## src/rtl/sand_brush_painter.sv

```systemverilog
// Brush rasteriser: turns one (x, y, radius, type) command into a clipped disc of
// cell writes on an Avalon-style write port, one candidate cell per step.
module sand_brush_painter #(
  parameter int unsigned COORD_W = 8,
  parameter int unsigned GRID_W  = 160,
  parameter int unsigned GRID_H  = 120,
  parameter int unsigned TYPE_W  = 2,
  parameter int unsigned ADDR_W  = 15
) (
  input  logic               clock,
  input  logic               reset,
  input  logic               cmd_valid,
  output logic               cmd_ready,
  input  logic [COORD_W-1:0] cmd_x,
  input  logic [COORD_W-1:0] cmd_y,
  input  logic [1:0]         cmd_radius,
  input  logic [TYPE_W-1:0]  cmd_type,
  output logic               mem_write,
  output logic [ADDR_W-1:0]  mem_address,
  output logic [TYPE_W-1:0]  mem_writedata,
  input  logic               mem_waitrequest,
  output logic               busy,
  output logic               done,
  output logic [5:0]         last_count
);

  localparam int unsigned CW = COORD_W + 2;
  localparam logic signed [CW-1:0] GRID_W_S = CW'(GRID_W);
  localparam logic signed [CW-1:0] GRID_H_S = CW'(GRID_H);
  localparam logic [ADDR_W-1:0]    GRID_W_A = ADDR_W'(GRID_W);

  typedef enum logic [1:0] {
    S_IDLE,
    S_SCAN,
    S_DONE
  } state_t;

  state_t r_state, w_state_nxt;

  logic signed [CW-1:0] r_x, r_y, r_r, r_dx, r_dy;
  logic [TYPE_W-1:0]    r_type;
  logic [5:0]           r_cnt;
  logic [5:0]           r_last_count;
  logic                 r_mem_write;
  logic [ADDR_W-1:0]    r_mem_address;
  logic [TYPE_W-1:0]    r_mem_writedata;

  logic                 w_accept;
  logic                 w_adv;
  logic                 w_last;
  logic signed [CW-1:0] w_ndx, w_ndy;
  logic [5:0]           w_cnt_nxt;

  logic signed [CW-1:0] w_ex, w_ey, w_er, w_edx, w_edy;
  logic signed [CW-1:0] w_cx, w_cy, w_d2, w_r2;
  logic [TYPE_W-1:0]    w_etype;
  logic                 w_in;
  logic [ADDR_W-1:0]    w_addr;

  assign w_accept  = (r_state == S_IDLE) && cmd_valid;
  assign w_adv     = (r_state == S_SCAN) && (!r_mem_write || !mem_waitrequest);
  assign w_last    = (r_dx == r_r) && (r_dy == r_r);
  assign w_cnt_nxt = r_cnt + 6'(r_mem_write);

  always_comb begin
    w_ndx = r_dx + CW'(1);
    w_ndy = r_dy;
    if (r_dx == r_r) begin
      w_ndx = -r_r;
      w_ndy = r_dy + CW'(1);
    end
  end

  // Outputs are registered, so the candidate evaluated here is always the one
  // presented next: the first (-r,-r) from the live command while idle, else
  // the successor of the current step.
  always_comb begin
    w_ex    = r_x;
    w_ey    = r_y;
    w_er    = r_r;
    w_edx   = w_ndx;
    w_edy   = w_ndy;
    w_etype = r_type;
    if (r_state == S_IDLE) begin
      w_ex    = $signed({2'b00, cmd_x});
      w_ey    = $signed({2'b00, cmd_y});
      w_er    = $signed({{(CW-2){1'b0}}, cmd_radius});
      w_edx   = -w_er;
      w_edy   = -w_er;
      w_etype = cmd_type;
    end
  end

  assign w_cx   = w_ex + w_edx;
  assign w_cy   = w_ey + w_edy;
  assign w_d2   = (w_edx * w_edx) + (w_edy * w_edy);
  assign w_r2   = w_er * w_er;
  assign w_in   = (w_d2 <= w_r2)
                  && !w_cx[CW-1] && (w_cx < GRID_W_S)
                  && !w_cy[CW-1] && (w_cy < GRID_H_S);
  assign w_addr = (ADDR_W'(w_cy) * GRID_W_A) + ADDR_W'(w_cx);

  always_ff @(posedge clock) begin
    if (reset) r_state <= S_IDLE;
    else       r_state <= w_state_nxt;
  end

  always_comb begin
    w_state_nxt = r_state;
    unique case (r_state)
      S_IDLE:  if (w_accept) w_state_nxt = S_SCAN;
      S_SCAN:  if (w_adv && w_last) w_state_nxt = S_DONE;
      S_DONE:  w_state_nxt = S_IDLE;
      default: w_state_nxt = S_IDLE;
    endcase
  end

  always_ff @(posedge clock) begin
    if (reset) begin
      r_x             <= '0;
      r_y             <= '0;
      r_r             <= '0;
      r_dx            <= '0;
      r_dy            <= '0;
      r_type          <= '0;
      r_cnt           <= '0;
      r_last_count    <= '0;
      r_mem_write     <= 1'b0;
      r_mem_address   <= '0;
      r_mem_writedata <= '0;
    end else begin
      unique case (r_state)
        S_IDLE: begin
          if (w_accept) begin
            r_x             <= w_ex;
            r_y             <= w_ey;
            r_r             <= w_er;
            r_dx            <= w_edx;
            r_dy            <= w_edy;
            r_type          <= w_etype;
            r_cnt           <= '0;
            r_mem_write     <= w_in;
            r_mem_writedata <= w_etype;
            if (w_in) r_mem_address <= w_addr;
          end
        end
        S_SCAN: begin
          // A stalled write leaves every register untouched, which holds the bus.
          if (w_adv) begin
            r_cnt <= w_cnt_nxt;
            if (w_last) begin
              r_mem_write  <= 1'b0;
              r_last_count <= w_cnt_nxt;
            end else begin
              r_dx        <= w_ndx;
              r_dy        <= w_ndy;
              r_mem_write <= w_in;
              if (w_in) r_mem_address <= w_addr;
            end
          end
        end
        default: ;
      endcase
    end
  end

  assign cmd_ready     = (r_state == S_IDLE);
  assign busy          = (r_state != S_IDLE);
  assign done          = (r_state == S_DONE);
  assign last_count    = r_last_count;
  assign mem_write     = r_mem_write;
  assign mem_address   = r_mem_address;
  assign mem_writedata = r_mem_writedata;

endmodule

```

## config.mk

```make
export PLATFORM = sky130hd
export DESIGN_NAME = sand_brush_painter
export DESIGN_NICKNAME = d
export VERILOG_FILES = /design/src/rtl/sand_brush_painter.sv
export SDC_FILE = /design/constraint.sdc
export NUM_CORES = 1
export LEC_CHECK = 0
export CAP_MARGIN = 10
export CORE_MARGIN = 10
export CORE_UTILIZATION = 46
export DETAILED_ROUTE_END_ITERATION = 6
export GPL_TIMING_DRIVEN = 0
export PLACE_DENSITY = 0.66
export REMOVE_ABC_BUFFERS = 1
export SYNTH_ARGS = -nofsm -noshare
export SYNTH_HDL_FRONTEND = slang
export SYNTH_SLANG_ARGS = --single-unit
```

## constraint.sdc

```tcl
create_clock -name clock -period 7.75 [get_ports clock]
set_input_delay 1.1625 -clock clock [delete_from_list [all_inputs] [get_ports clock]]
set_output_delay 1.1625 -clock clock [all_outputs]
set_load 0.01 [all_outputs]
```

==> metrics, run 1 <==
Max-slew headroom=20.41%; die area=26790 sq um; max incr delay on CP=0.57 ns; worst-case reg-to-reg path depth=30; dominant cells by area after synthesis=dfxtp_1 (17%), ha_1 (17%), fa_1 (15%); layout cells sized above 1=15.00%; DR WL met3=1.984 mm; final instance count without filler cells=1570; status=complete, but fails checks; Core Rows=52; RSZ-0062 raised after global routing=yes; failing checks=DRC, setup timing; Post-synth EDFFs=0; Area Growth Syn to Fin=21.79%; Hold Startpoint=r_x[2]; Mapped Cells=1202; pin count of the biggest net entering global routing=41; Final Skew=0.01239 ns; Crit. End Element=flop; asr flop ratio synth=0%; Final HPWL DP=17.83 mm; Tot GR Track Use=19.20%; CTS clk-pin slew, worst paths=0.07 ns; Worst EP required=8.02 ns; Peak Freq=117.6 MHz; hold-fix buffers at CTS=0; Worst Hold Class=reg -> reg; synth warn=0; WL/cell=16.49 um; Vias=8515; initial detailed-routing violation count=533; Critical Path Source Type=flop; Worst-Margin Slew=1.183 ns; worst reg2reg endpoint=mem_address[14]; Initial Util=46.79%; gr ovfl total=0; Pre-Repair DR Iteration Count=7; latest clock arrival within the worst-skew pair=0.35 ns; Synth Flop Type=dfxtp_1; Hold Violations, Final=0; metal2 WL=12.21 mm; Synth Area per Inst=7.902 sq um; hold path endpoint=r_x[2]; worst path arrival time=8.77 ns; sum of negative setup slack=-10.90 ns; kind of critical path=reg -> reg; number of cells after detailed placement=1476; hold slack=0.4568 ns; max layer used=met4; max-cap viol count=0; CTS tree=yes; hold depth=2; number of fillers in the final layout=1858; initial antenna violation count=0; # IOs=51; final net count=1514; H-tree levels=3; flop2flop setup slack=-0.75 ns; first-pass GRT wire length=42.12 mm; multi-input logic area=7457 sq um; clock net sink count=82; Die Width=163.7 um; worst setup margin=-0.7512 ns; Largest delay share family, worst path=adder cells; crit path max fanout=7; register area=1695 sq um; Slew Limit Fails=0; vias in the first global route=8496; I/O Buffers=50; fin crit period=8.501 ns; Cell Area, Synth=9498 sq um; M1 WL=10.96 mm; RR Startpoint=r_r[7]; die height=163.7 um; # setup viols final=16; Buf/Inv on CP=5; sequential area share after synthesis=17.28%; Post-DRT Antenna Nets=0; Seq cells post-synth=82; cell mode on critical path=fa_1; Antenna diodes=0; Core ar.=20300 sq um; deepest clock path buffer count=2; Synth top area share=17.28%; count of different cell masters after synthesis=60; TritonCTS Buffers=9; clk root buf=clkbuf_16; leading area contributor after synthesis=dfxtp_1; mean number of vias per cell=5.424; Slowest-stage cell, CP=fa_1; Placer Congestion=0.9043; Final period util=109.7%; Routed WL=25.89 mm; DRC viols=1
-- tightest hold or removal path, stage by stage (launching register included) --
cell and delay (ns):
dfxtp_1 0.31, nand2_1 0.05, a21oi_1 0.05
-- sequential cells by signal, summed over array words and instances (netlist names) --
register	cells
r_state	2
r_y	10
last_count	6
r_r	10
mem_write	1
mem_address	15
r_cnt	6
mem_writedata	2
r_dy	10
r_dx	10
r_x	10
-- metrics by stage --
step / setup WS (ns) / area, sq um / util, %
2_1_floorplan: -1.132 / 9299 / -
3_3_place_gp: -4.486 / 10140 / 49.94
3_5_place_dp: -3.545 / 10220 / 50.34
4_1_cts: -0.6770 / 11430 / 56.33
5_1_grt: -1.031 / 11570 / 56.98
6_report: -0.7512 / 11570 / 56.98
-- worst max path at each step --
stage / from / cells after the start / to / slack, ns
final: r_r[7] / 30 / mem_address[14] / -0.75
after detailed placement: r_state[0] / 28 / mem_address[14] / -3.55
after global routing: r_r[7] / 33 / mem_address[14] / -1.03
after CTS: r_r[2] / 32 / mem_address[14] / -0.68
after global placement: r_state[0] / 26 / mem_address[14] / -4.49
after floorplan: r_state[0] / 27 / mem_address[14] / -1.13
-- kinds of logic (layout without fill, tap and decap cells) --
kind of cell             count (synthesis)  in the layout  synth area share [%]
AND/OR/NAND/NOR                        394            397                 19.15
flip-flops                              82             82                 17.28
buffers and inverters                  210            305                 8.378
XOR/XNOR                               104            104                 9.590
adder cells (fa/ha/maj)                195            195                 31.14
multiplexers                            15             15                 1.581
AO/OA/AOI/OAI                          202            202                 12.87
-- layer usage --
metal | global-route usage, % | vias to the layer above
met4 | 6.458 | 0
met1 | 23.88 | 4029
met2 | 32.38 | 275
met3 | 4.030 | 47
li1 | - | 4164
met5 | 0 | -
-- cells in the final DEF, fill, tap and decap left out, types with 7 or more instances in the layout --
cell and count:
nand2_1 165, inv_1 149, ha_1 122, a21oi_1 82
xnor2_1 77, nor2_1 71, buf_4 68, fa_1 64
dfxtp_1 63, clkdlybuf4s50_1 47, nand3_1 32, and2_1 28
o21ai_0 23, and3_1 22, xor2_1 22, mux2i_1 14
o21ai_1 13, a21o_1 12, dfxtp_4 12, nor3_1 10
nand4_1 9, clkbuf_16 9, o21a_1 8, inv_2 7
o21bai_1 7, dfxtp_2 7, buf_6 7
-- cell type report --
cell class	instances	area share (%)
inverters	159	5.257
flip-flops and latches	82	14.66
multi-input cells	913	64.47
well taps	270	2.921
repair inverters	1	0.04327
clock buffers	9	1.947
repair buffers	129	10.01
clock inverters	7	0.7031
-- Yosys cell counts, drive strengths merged (3+ instances only) --
cell type and instances:
o21ai 38, xnor2 82, inv 159, nor3 12
xor2 22, buf 8, fa 69, dfxtp 82
a22oi 3, nor2b 4, a31oi 5, ha 126
a21oi 94, nand4 9, mux2i 15, a211oi 6
nand3 33, nor2 77, a2111o 3, and3 22
o21bai 7, nor4 10, nand2 171, a21o 13
o21a 9, clkbuf 43, nor3b 6, nand2b 6
or3 7, and2 30
-- what timing repair did --
action,CTS,global route
gates resized for setup,115,32
setup endpoints to repair,16,16
pin swaps,40,20
cloned,4,0
hold endpoints to repair,0,0
setup buffers,68,6
Power of run 1 is not shown: default switching activity piles up to over one toggle a cycle in this logic, so the estimate is an artifact.
==> run 2, diff against run 1 <==
--- a/config.mk
+++ b/config.mk
@@ -7,10 +7,9 @@
 export LEC_CHECK = 0
 export CAP_MARGIN = 10
 export CORE_MARGIN = 10
-export CORE_UTILIZATION = 46
+export CORE_UTILIZATION = 34
 export DETAILED_ROUTE_END_ITERATION = 6
 export GPL_TIMING_DRIVEN = 0
-export PLACE_DENSITY = 0.66
 export REMOVE_ABC_BUFFERS = 1
 export SYNTH_ARGS = -nofsm -noshare
 export SYNTH_HDL_FRONTEND = slang
==> run 2 against run 1 <==
The run ends with setup timing left. First-iteration DRC count down 6.2%. Wire length up 3.2%. Register-to-register slack improved by 0.03 ns. Critical path depth is 7 higher. Via count decreased by 0.52%. Final cell count grew 7.2%. Non-clock buffer count grew 4. Worst setup slack better by 0.029 ns. Design area increased by 3.6%. Sequential cell count stayed put. Clock skew decreased by 0.0017 ns.
==> metrics, run 2 (same netlist as run 1, synthesis figures left out) <==
Critical Path Source Type=flop; kind of critical path=reg -> reg; commonest non-fill, non-tap cell in the layout=nand2_1; failing checks=setup timing; Vias=8471 (-0.52%); CTS tree=yes; worst setup margin=-0.7224 ns (+0.02882 ns); Die Width=187.1 um (+14%); Placer Congestion=0.8604 (-4.9%); WL/cell=15.87 um (-3.7%); max FFs per register=15 (unchanged); hold depth=2 (unchanged); crit path max fanout=6 (-1); first-pass GRT wire length=43.74 mm (+3.9%); Area Growth Syn to Fin=26.23%; pin count of the biggest net entering global routing=45 (+9.8%); final net count=1519 (+0.33%); Max-slew headroom=29.50% (+9.1 points); H-tree levels=3 (unchanged); Core Rows=61 (+17%); Post-DRT Antenna Nets=0 (unchanged); Core ar.=27710 sq um (+36%); clk root buf=clkbuf_16; CTS clk-pin slew, worst paths=0.07 ns (about the same); max-cap viol count=0 (unchanged); Largest delay share family, worst path=adder cells; flop2flop setup slack=-0.72 ns (+0.03 ns); status=complete, but fails checks; most frequent cells in the layout=nand2_1 (161), inv_1 (149), ha_1 (119); Critical Path Stages=37 (+23%); Pre-Repair DR Iteration Count=5 (-2); mean number of vias per cell=5.033 (-7.2%); Worst EP required=8.02 ns (about the same); final instance area=11990 sq um (+3.6%); fin util=43.27% (-14 points); Buf/Inv on CP=10 (+5); vias in the first global route=8663 (+2.0%); max incr delay on CP=0.55 ns (-0.02 ns); Hold Violations, Final=0 (unchanged); initial detailed-routing violation count=500 (-6.2%); sum of negative setup slack=-8.162 ns (+2.735 ns); die height=187.1 um (+14%); placed instance area=10340 sq um (+1.2%); Routed WL=26.71 mm (+3.2%); latest clock arrival within the worst-skew pair=0.35 ns (about the same); Tot GR Track Use=14.92% (-4.3 points); worst-case reg-to-reg path depth=37 (+23%); Worst-Margin Slew=1.048 ns (-0.1351 ns); Peak Freq=118.0 MHz (+0.34%); Final Skew=0.01072 ns (-0.001674 ns); RSZ-0062 raised after global routing=yes; clock net sink count=82 (unchanged); Slowest-stage cell, CP=fa_1; TritonCTS Buffers=9 (unchanged); number of fillers in the final layout=2741 (+48%); initial antenna violation count=0 (unchanged); Worst Hold Class=reg -> reg; fin crit period=8.472 ns (-0.02882 ns); Crit. End Element=flop; Final period util=109.3% (-0.37 points); DRC viols=0 (-1); Slew Limit Fails=0 (unchanged); Final HPWL DP=18.57 mm (+4.1%); die area=35020 sq um (+31%); # IOs=51 (unchanged); deepest clock path buffer count=2 (unchanged); I/O Buffers=50 (unchanged); hold-fix buffers at CTS=0 (unchanged); gr ovfl total=0 (unchanged); worst path arrival time=8.75 ns (-0.02 ns); # setup viols final=16 (unchanged); Initial Util=34.28% (-13 points); Antenna diodes=0 (unchanged); layout cells sized above 1=18.24% (+3.2 points)
-- run 2: changes by cell type in the layout (fill, tap and decap cells not counted), sizes merged --
| cell | previous run | this run |
|---|---|---|
| clkinv | 3 | 0 |
| buf | 82 | 84 |
| and4 | 1 | 2 |
| clkinvlp | 4 | 2 |
| bufinv | 0 | 1 |
| inv | 160 | 164 |
| clkdlybuf4s15 | 0 | 2 |
-- run 2: area by class of cell --
| class | instances | area, sq um | share of cell area (%) |
|---|---|---|---|
| multi-input combinational | 914 | 7664 | 63.92 |
| sequential | 82 | 1707 | 14.24 |
| timing repair buffer | 133 | 1222 | 10.20 |
| inverter | 159 | 603.1 | 5.030 |
| tap | 378 | 473.0 | 3.945 |
| clock buffer | 9 | 225.2 | 1.879 |
| clock inverter | 7 | 90.09 | 0.7514 |
| timing repair inverter | 1 | 5.005 | 0.04174 |
-- run 2: timing repair --
action,in CTS,in global routing
gates resized for setup,148,47
pin swaps,60,33
setup endpoints to repair,16,16
endpoints found under the hold margin,0,0
gates cloned,4,1
buffers inserted,66,13
-- run 2: tightest hold or removal path, cell delays in order, from the launching register on --
cell	delay (ns)
dfxtp_1	0.31
nand2_1	0.05
a21oi_1	0.05
-- run 2: worst paths after layout --
kind              startpoint         endpoint
hold / removal        r_x[4]           r_x[4]
hold reg to reg       r_x[4]           r_x[4]
setup / recovery     r_dx[1]  mem_address[14]
setup reg to reg     r_dx[1]  mem_address[14]
-- run 2: layer usage --
| metal | global-route usage [%] | up-vias | share of wire (%) |
|---|---|---|---|
| li1 | - | 4172 | - |
| met1 | 19.01 | 4065 | 45 |
| met2 | 25.51 | 200 | 47 |
| met3 | 2.647 | 34 | 5.7 |
| met4 | 3.536 | 0 | 1.8 |
| met5 | 0 | - | 0 |
-- run 2: stage by stage --
step	setup slack, ns	hold WS [ns]	instances
2_1_floorplan	-1.132	0.4209	1151
3_3_place_gp	-5.006	0.4365	1579
3_5_place_dp	-3.585	0.4434	1583
4_1_cts	-0.7316	0.4570	1669
5_1_grt	-1.077	0.4695	1683
6_report	-0.7224	0.4527	1683
Power of run 2 is left out for the same reason.
